### config.mk
export PLATFORM = sky130hd
export DESIGN_NAME = fir_tap_sequencer
export DESIGN_NICKNAME = d
export VERILOG_FILES = /design/src/rtl/fir_seq_pkg.sv /design/src/rtl/fir_tap_ram.sv /design/src/rtl/fir_tap_sequencer.sv
export SDC_FILE = /design/constraint.sdc
export NUM_CORES = 1
export LEC_CHECK = 0
export ABC_AREA = 1
export CORE_ASPECT_RATIO = 0.5
export CORE_UTILIZATION = 50
export DETAILED_ROUTE_END_ITERATION = 10
export PLACE_DENSITY = 0.68
export SKIP_LAST_GASP = 1
export SLEW_MARGIN = 0
export SYNTH_ARGS = -nofsm -noshare
export SYNTH_HDL_FRONTEND = slang
export SYNTH_SLANG_ARGS = --single-unit
### constraint.sdc
create_clock -name clk_i -period 4.3 [get_ports clk_i]
set_input_delay 0.86 -clock clk_i [delete_from_list [all_inputs] [get_ports clk_i]]
set_output_delay 0.86 -clock clk_i [all_outputs]
set_load 0.005 [all_outputs]
### src/rtl/fir_seq_pkg.sv
// Shared types and constants for the FIR tap sequencer: FSM state encoding,
// FP32 constants and the bit positions inside the {invalid, overflow, underflow} flag vector.
package fir_seq_pkg;

    typedef enum logic [1:0] {
        StIdle,
        StRun,
        StDrain,
        StHold
    } seq_state_e;

    localparam logic [31:0] FP_ZERO = 32'h0000_0000;
    localparam logic [31:0] FP_ONE  = 32'h3F80_0000;

    localparam int unsigned FLAG_W         = 3;
    localparam int unsigned FLAG_INVALID   = 2;
    localparam int unsigned FLAG_OVERFLOW  = 1;
    localparam int unsigned FLAG_UNDERFLOW = 0;

endpackage

### src/rtl/fir_tap_ram.sv
// DEPTH x WIDTH register array with one synchronous write port and one combinational read
// port; all entries clear on reset. Used for both the delay line and the coefficient store.
module fir_tap_ram #(
    parameter int unsigned WIDTH = 32,
    parameter int unsigned DEPTH = 16,
    parameter int unsigned AW    = $clog2(DEPTH)
) (
    input  logic             clk_i,
    input  logic             rst_ni,
    input  logic             we_i,
    input  logic [AW-1:0]    waddr_i,
    input  logic [WIDTH-1:0] wdata_i,
    input  logic [AW-1:0]    raddr_i,
    output logic [WIDTH-1:0] rdata_o
);

    logic [WIDTH-1:0] mem_q [DEPTH];

    always_ff @(posedge clk_i or negedge rst_ni) begin
        if (!rst_ni) begin
            for (int i = 0; i < DEPTH; i++) begin
                mem_q[i] <= '0;
            end
        end else if (we_i) begin
            mem_q[waddr_i] <= wdata_i;
        end
    end

    assign rdata_o = mem_q[raddr_i];

endmodule

### src/rtl/fir_tap_sequencer.sv
// Time-multiplexed FIR controller driving one FP32 MAC tap; holds delay line and coefficients.
// Define FIR_SEQ_FLAGS_EN to include the OR-accumulated exception flags on m_flags_o.
module fir_tap_sequencer
    import fir_seq_pkg::*;
#(
    parameter int unsigned DATA_WIDTH = 32,
    parameter int unsigned NUM_TAPS   = 16,
    parameter int unsigned DSP_LAT    = 4
) (
    input  logic                        clk_i,
    input  logic                        rst_ni,
    input  logic                        s_valid_i,
    output logic                        s_ready_o,
    input  logic [DATA_WIDTH-1:0]       s_data_i,
    input  logic                        coef_we_i,
    input  logic [$clog2(NUM_TAPS)-1:0] coef_addr_i,
    input  logic [DATA_WIDTH-1:0]       coef_data_i,
    output logic                        coef_err_o,
    output logic [DATA_WIDTH-1:0]       dsp_x_o,
    output logic [DATA_WIDTH-1:0]       dsp_h_o,
    output logic                        dsp_fpopmode_bit_o,
    output logic                        dsp_rst_o,
    input  logic [DATA_WIDTH-1:0]       dsp_y_i,
    input  logic                        dsp_invalid_i,
    input  logic                        dsp_overflow_i,
    input  logic                        dsp_underflow_i,
    output logic                        m_valid_o,
    input  logic                        m_ready_i,
    output logic [DATA_WIDTH-1:0]       m_data_o,
    output logic [FLAG_W-1:0]           m_flags_o
);

    localparam int unsigned AW = $clog2(NUM_TAPS);
    localparam int unsigned DW = (DSP_LAT > 1) ? $clog2(DSP_LAT) : 1;
    localparam logic [AW-1:0] K_LAST = AW'(NUM_TAPS - 1);
    localparam logic [DW-1:0] D_LAST = DW'(DSP_LAT - 1);

    seq_state_e            state_q, state_d;
    logic [AW-1:0]         wr_ptr_q, wr_ptr_d, base_q, base_d, k_q, k_d;
    logic [DW-1:0]         drain_q, drain_d;
    logic [DATA_WIDTH-1:0] m_data_q, m_data_d;
    logic                  ready_en_q, coef_err_q;
    logic                  accept, coef_wr;
    logic [AW-1:0]         rd_idx;
    logic [DATA_WIDTH-1:0] buf_rdata, coef_rdata;

    // ready_en_q keeps s_ready_o low until the first edge after reset release
    assign s_ready_o = ready_en_q && (state_q == StIdle);
    assign accept    = s_valid_i && s_ready_o;
    assign coef_wr   = coef_we_i && (state_q == StIdle);
    assign rd_idx    = base_q - k_q;

    always_comb begin
        state_d  = state_q;
        wr_ptr_d = wr_ptr_q;
        base_d   = base_q;
        k_d      = k_q;
        drain_d  = drain_q;
        m_data_d = m_data_q;
        unique case (state_q)
            StIdle: begin
                if (accept) begin
                    state_d  = StRun;
                    base_d   = wr_ptr_q;
                    wr_ptr_d = wr_ptr_q + 1'b1;
                    k_d      = '0;
                end
            end
            StRun: begin
                k_d = k_q + 1'b1;
                if (k_q == K_LAST) begin
                    state_d = StDrain;
                    drain_d = '0;
                end
            end
            StDrain: begin
                drain_d = drain_q + 1'b1;
                if (drain_q == D_LAST) begin
                    state_d  = StHold;
                    m_data_d = dsp_y_i;
                end
            end
            StHold: begin
                if (m_ready_i) begin
                    state_d = StIdle;
                end
            end
            default: state_d = StIdle;
        endcase
    end

    always_ff @(posedge clk_i or negedge rst_ni) begin
        if (!rst_ni) begin
            state_q    <= StIdle;
            wr_ptr_q   <= '0;
            base_q     <= '0;
            k_q        <= '0;
            drain_q    <= '0;
            m_data_q   <= '0;
            ready_en_q <= 1'b0;
            coef_err_q <= 1'b0;
        end else begin
            state_q    <= state_d;
            wr_ptr_q   <= wr_ptr_d;
            base_q     <= base_d;
            k_q        <= k_d;
            drain_q    <= drain_d;
            m_data_q   <= m_data_d;
            ready_en_q <= 1'b1;
            coef_err_q <= coef_we_i && !coef_wr;
        end
    end

    assign dsp_x_o            = (state_q == StRun) ? buf_rdata : DATA_WIDTH'(FP_ZERO);
    assign dsp_h_o            = (state_q == StRun) ? coef_rdata : DATA_WIDTH'(FP_ZERO);
    assign dsp_fpopmode_bit_o = (state_q == StRun) && (k_q != '0);
    assign dsp_rst_o          = (state_q == StIdle);
    assign m_valid_o          = (state_q == StHold);
    assign m_data_o           = m_data_q;
    assign coef_err_o         = coef_err_q;

`ifdef FIR_SEQ_FLAGS_EN
    logic [FLAG_W-1:0] flags_q, flags_d, dsp_flags;
    logic              flag_win;

    // Tap k's product is on dsp_y_i DSP_LAT edges after it is issued
    assign flag_win = ((state_q == StRun) && (32'(k_q) >= DSP_LAT)) ||
                      ((state_q == StDrain) && (32'(drain_q) + NUM_TAPS >= DSP_LAT));

    always_comb begin
        dsp_flags                 = '0;
        dsp_flags[FLAG_INVALID]   = dsp_invalid_i;
        dsp_flags[FLAG_OVERFLOW]  = dsp_overflow_i;
        dsp_flags[FLAG_UNDERFLOW] = dsp_underflow_i;
        flags_d = flags_q;
        if (accept) begin
            flags_d = '0;
        end else if (flag_win) begin
            flags_d = flags_q | dsp_flags;
        end
    end

    always_ff @(posedge clk_i or negedge rst_ni) begin
        if (!rst_ni) begin
            flags_q <= '0;
        end else begin
            flags_q <= flags_d;
        end
    end

    assign m_flags_o = flags_q;
`else
    logic unused_flags;
    assign unused_flags = dsp_invalid_i ^ dsp_overflow_i ^ dsp_underflow_i;
    assign m_flags_o    = '0;
`endif

    fir_tap_ram #(
        .WIDTH (DATA_WIDTH),
        .DEPTH (NUM_TAPS)
    ) u_delay_line (
        .clk_i   (clk_i),
        .rst_ni  (rst_ni),
        .we_i    (accept),
        .waddr_i (wr_ptr_q),
        .wdata_i (s_data_i),
        .raddr_i (rd_idx),
        .rdata_o (buf_rdata)
    );

    fir_tap_ram #(
        .WIDTH (DATA_WIDTH),
        .DEPTH (NUM_TAPS)
    ) u_coef_ram (
        .clk_i   (clk_i),
        .rst_ni  (rst_ni),
        .we_i    (coef_wr),
        .waddr_i (coef_addr_i),
        .wdata_i (coef_data_i),
        .raddr_i (k_q),
        .rdata_o (coef_rdata)
    );

endmodule

# [Yosys cells after proc, flatten, opt, wreduce, memory -nomap -nowiden]
# Cells that the tools add are included.
[totals] register_bits=1074 inputBits=108 wordCells=103
[op_classes] n_addsub=4 order_cmp=6 eq_ne=9 muxes=23 n_bitwise=4 reduce_logical=17
[op_table] operator="$bwmux 512" count=2
[op_table] operator="$bmux 32 s4" count=2
[op_table] operator="$demux 32 s4" count=2
[op_table] operator="$mux 32" count=8
[op_table] operator="$ge 5x5->1 const B" count=4
[op_table] operator="$not 4->5" count=4
[op_table] operator="$lt 5x1->1 const B" count=2
[op_table] operator="$mux 2" count=5
[op_table] operator="$add 4x1->4 const B" count=2
[op_table] operator="$pmux 2 s4" count=1
[op_table] operator="$pmux 4 s2" count=1
[op_table] operator="$reduce_and 2->1" count=4
[op_table] operator="$logic_and 1x1->1" count=7
[op_table] operator="$eq 2x2->1 const B" count=3
[op_table] operator="$eq 4x4->1 const B" count=1
[op_table] operator="$mux 4" count=1
[op_table] operator="$ne 2x1->1 const B" count=2
[op_table] operator="$ne 2x2->1 const B" count=2
[op_table] operator="$pmux 2 s2" count=1
[op_table] operator="$reduce_and 4->1" count=1
[op_table] operator="$reduce_bool 2->1" count=2
[op_table] operator="$reduce_bool 4->1" count=1
[op_table] operator="$sub 4x4->4" count=1
[op_table] operator="$add 2x1->2 const B" count=1
[op_table] operator="other kinds (3)" count=3

# [Logic depth before layout (Yosys ltp)]
[logic_depth] depth_word=6 depth_mapped=12 ltp_nobuf=11

# [Cells and area by module]
# Synthesis repeated with hierarchy kept, for this count alone.
[unflattened] cells_unflattened=6881 hier_area_um2=51984.9
[modules_own_cells] mod="fir_tap_ram" instances=2 cells_each=3275 area_per_inst_um2=24541.0 seq_area_each_um2=12812.3
[modules_own_cells] mod="fir_tap_sequencer" instances=1 cells_each=331 area_per_inst_um2=2902.8 seq_area_each_um2=1251.2

# [Least setup slack after synthesis]
# Ideal clock, no wire load.
[synth_path] kind="reg-to-output" start="register k_q[1]" end="output dsp_x_o[5]" arrival_time_ns=2.568 required_time_ns=3.440 slack_ns=0.872 path_stages_with_launch=13 cell_sequence="dfrtp_1 clkinv_1 buf_2 buf_1 fa_1 inv_2 clkbuf_1 clkbuf_1 o211ai_1 nand3_1 nand2_1 nor2_1 nor2_1"
[synth_between] elab_chain_cells=6
[synth_lines] item="from (decl)" line_no="fir_tap_sequencer.sv:39" rtl="logic [AW-1:0] wr_ptr_q, wr_ptr_d, base_q, base_d, k_q, k_d;"
[synth_lines] item="from (signal assigned)" line_no="fir_tap_sequencer.sv:106" rtl="k_q <= k_d;"
[synth_lines] item="$sub 4x4->4" line_no="fir_tap_sequencer.sv:51" rtl="assign rd_idx = base_q - k_q;"
[synth_lines] item="$not 4->5 (not written as such)" line_no="fir_tap_ram.sv:29" rtl="assign rdata_o = mem_q[raddr_i];"
[synth_lines] item="$bmux 32 s4" line_no="fir_tap_ram.sv:29"
[synth_lines] item="$mux 32 (not written as such) (2 in series)" line_no="fir_tap_ram.sv:29"
[synth_lines] item="$mux 32" line_no="fir_tap_sequencer.sv:114" rtl="assign dsp_x_o = (state_q == StRun) ? buf_rdata : DATA_WIDTH'(FP_ZERO);"
[synth_lines] item="to (decl)" line_no="fir_tap_sequencer.sv:19" rtl="output logic [DATA_WIDTH-1:0] dsp_x_o,"
# No other way between the ends. The select of a mux whose other input is x is not followed.

# [Worst setup path after layout]
[layout_path] start="register k_q[0]" end="output dsp_x_o[11]"
# Same word-level chain as after synthesis.

==> metrics.txt <==
clock skew 19.56 ps; initial antenna violation count 0; Post-Syn Area between 50000 and 60000 um2; CP required 3440 ps; switching power between 20000 and 25000 uW; share of layout cells above drive strength 1 0.08314; period utilization 0.9958; clock power share 0.180; register area share after synthesis 0.5373; Filler Cell Count ~8700; via count approximately 43000; crit end category output port; Synth Warn # 0; combinational power share 0.481; diode count 0; ys async rst share 1.000; Die H 225.6 um; crit path max fanout 7; Port Buffer Count about 210; vias in the first global route 41280; met3 WL 9838 um; synthesized flop and latch total 1074; switch share 0.4170; RSZ-0062 raised after global routing true; length of routed met2 wiring 69140 um; CTS H-tree lvls 3; WL per Instance 18.63 um; GRT Total Usage 0.2827; global route total overflow 0; Max-Cap Viols 0; TritonCTS clock tree yes; Yosys top cell by area dfrtp_1; top post-synthesis cells by area dfrtp_1 (54%), nand2_1 (16%), o21ai_0 (7.6%); Final Slew Violations 0; area growth from synthesis to layout 15.36%; router iterations before antenna repair 6; Final Setup Violations 0; most frequent cells in the layout nand2_1 (2047), dfrtp_1 (1070), o21ai_0 (740), nand3_1 (578), inv_1 (496); IO Pins 212; max_slew headroom 0.2455; Final Hold Fails 0; DRC 0; largest net degree at the start of global routing 162; CP startpoint kind flop; top sig layer met4; Flop pwr share 0.339; met1 WL about 62000 um; internal power a little under 30000 uW; commonest non-fill, non-tap cell in the layout nand2_1; vias per cell 5.510; Synth cell types 35; Arrival @ worst endpoint 3420 ps; slew of the pin with the lowest slew margin 1130 ps; outcome complete, no violations; CTS clk-pin slew, worst paths roughly 70 ps; Total Wirelength 145500 um; post-route ant nets 0; post-synth top area share 0.5373; global-route wire length before repair 227700 um; DP Cell Count 7600; number of synthesized flops with an enable pin 0; Fmax achieved 233.5 MHz; CTS Buf Count 95; CP Class reg -> out; Die X 449.3 um; Clock Sinks 1074; CTS Buffer Depth 3; leak pwr between 0.02 and 0.03 uW; Reg2Reg Depth 8; Main synth FF type dfrtp_1; Mean Syn Cell Area 7.795 um2; IR drop worst, VDD 1.052 mV; # nets final roughly 6500; cts hold-fix bufs 0; # rows 81; Min Clock Period, post-route 4282 ps; GPL Wtd Cong 0.7968; full die area approximately 100000 um2; pwr dens 864.9 nW/um2; core area ~100000 um2; Starting Density 0.5082; clock latency on the worst-skew pair 700 ps; Power Total approximately 50000 uW; Iter 0 DRT Violations about 4600; detailed placement HPWL 77550 um; worst hold path class in -> async; post-route non-filler standard cell count 7811; Mapped Cells between 6000 and 7000; CTS Root Buffer Type clkbuf_16
## layer usage
metal,vias up,track usage
met4,0,0.09182
met1,20850,0.3854
met2,1606,0.4698
met3,255,0.03763
met5,-,0
li1,20330,-
## final cells by class
cell class | instances | area, um2 | share of cell area
multi-input combinational | 4359 | 19740 | 0.3422
timing repair inverter | 1 | 8.758 | 0.0001518
sequential | 1074 | 26890 | 0.4660
clock buffer | 129 | 2738 | 0.04745
inverter | 508 | 1942 | 0.03365
clock inverter | 39 | 494.2 | 0.008566
timing repair buffer | 373 | 4227 | 0.07325
tap | 1328 | 1662 | 0.02880
## sequential cells by signal, summed over array words and instances (netlist names)
name                count
base_q                  4
coef_err_o              1
drain_q                 2
k_q                     4
m_data_o               32
ready_en_q              1
state_q                 2
u_coef_ram.mem_q      512
u_delay_line.mem_q    512
wr_ptr_q                4
## critical path: stages, from the launching register on
cell and delay (ps):
dfrtp_4 450, ha_4 150, inv_4 30, fa_4 880, inv_12 70, buf_12 140, buf_16 140, buf_12 140
buf_12 130, nand3_2 50, nand3_2 80, nand3_2 100, nand2_2 70, nor2_2 130, buf_2 140
## synthesized netlist by cell type (2+ instances only)
cell	count
clkbuf_1	299
a21oi_1	409
conb_1	2
nor2_1	398
nand3_1	618
buf_2	129
nand2_1	2069
xnor2_1	2
nor2_4	8
o211ai_1	11
nor4_4	3
clkinv_1	3
buf_6	2
nor3_2	3
dfrtp_1	1074
mux2_2	32
ha_1	15
buf_4	4
nor3_1	3
buf_1	42
nand4_2	3
o21ai_1	8
inv_2	6
xor2_1	4
o21ai_0	761
inv_1	499
## power groups by stage
| stage | sequential, uW | combinational [uW] | clock (uW) |
|---|---|---|---|
| after floorplan | 16400 | 14200 | 0 |
| after global placement | 16700 | 20500 | 0 |
| after CTS | 16800 | 22900 | 9150 |
| after detailed placement | 17000 | 21000 | 0 |
| after global routing | 17400 | 26700 | 9540 |
| final | 16900 | 24000 | 9010 |
## metrics by stage
stage          setup TNS [ps]  setup slack (ps)  hold WS (ps)  utilization  cell area (um2)
5_1_grt                -900.4            -105.0         266.8       0.5863            57700
6_report                    0             17.92         241.2       0.5863            57700
4_1_cts                 -5666            -227.1         233.5       0.5812            57200
3_3_place_gp                0             114.3         460.4       0.5421            53350
2_1_floorplan               0             872.2         445.9            -            50020
3_5_place_dp                0             83.99         472.6       0.5421            53350
## path summary, 6_finish.rpt
path / startpoint / to / slack (ps)
max in group asynchronous: rst_ni / k_q[1] / 2880
max: k_q[0] / dsp_x_o[11] / 20
max reg2reg: state_q[0] / u_delay_line.mem_q[114] / 1220
min reg2reg: u_coef_ram.mem_q[458] / u_coef_ram.mem_q[458] / 480
min in group clk_i: u_coef_ram.mem_q[458] / u_coef_ram.mem_q[458] / 480
min: rst_ni / u_coef_ram.mem_q[408] / 240
## repair_timing
item / CTS / global route
pin swaps: 59 / 62
cloned: 10 / 9
gates resized for setup: 201 / 82
buffers inserted: 17 / 8
setup endpoints to repair: 61 / 64
## cells by family (layout without fill, tap and decap cells)
logic type,Yosys count,count (layout),share of synthesized area
xor+xnor,6,6,0.001051
compound gates,1190,1190,0.1197
fa+ha+maj,16,16,0.004153
mux,32,32,0.007205
flops,1074,1074,0.5373
other cells,2,4,0.0001502
buf+inv,985,1050,0.07778
simple gates,3111,3111,0.2527
Power figures use the tool's default switching activity.
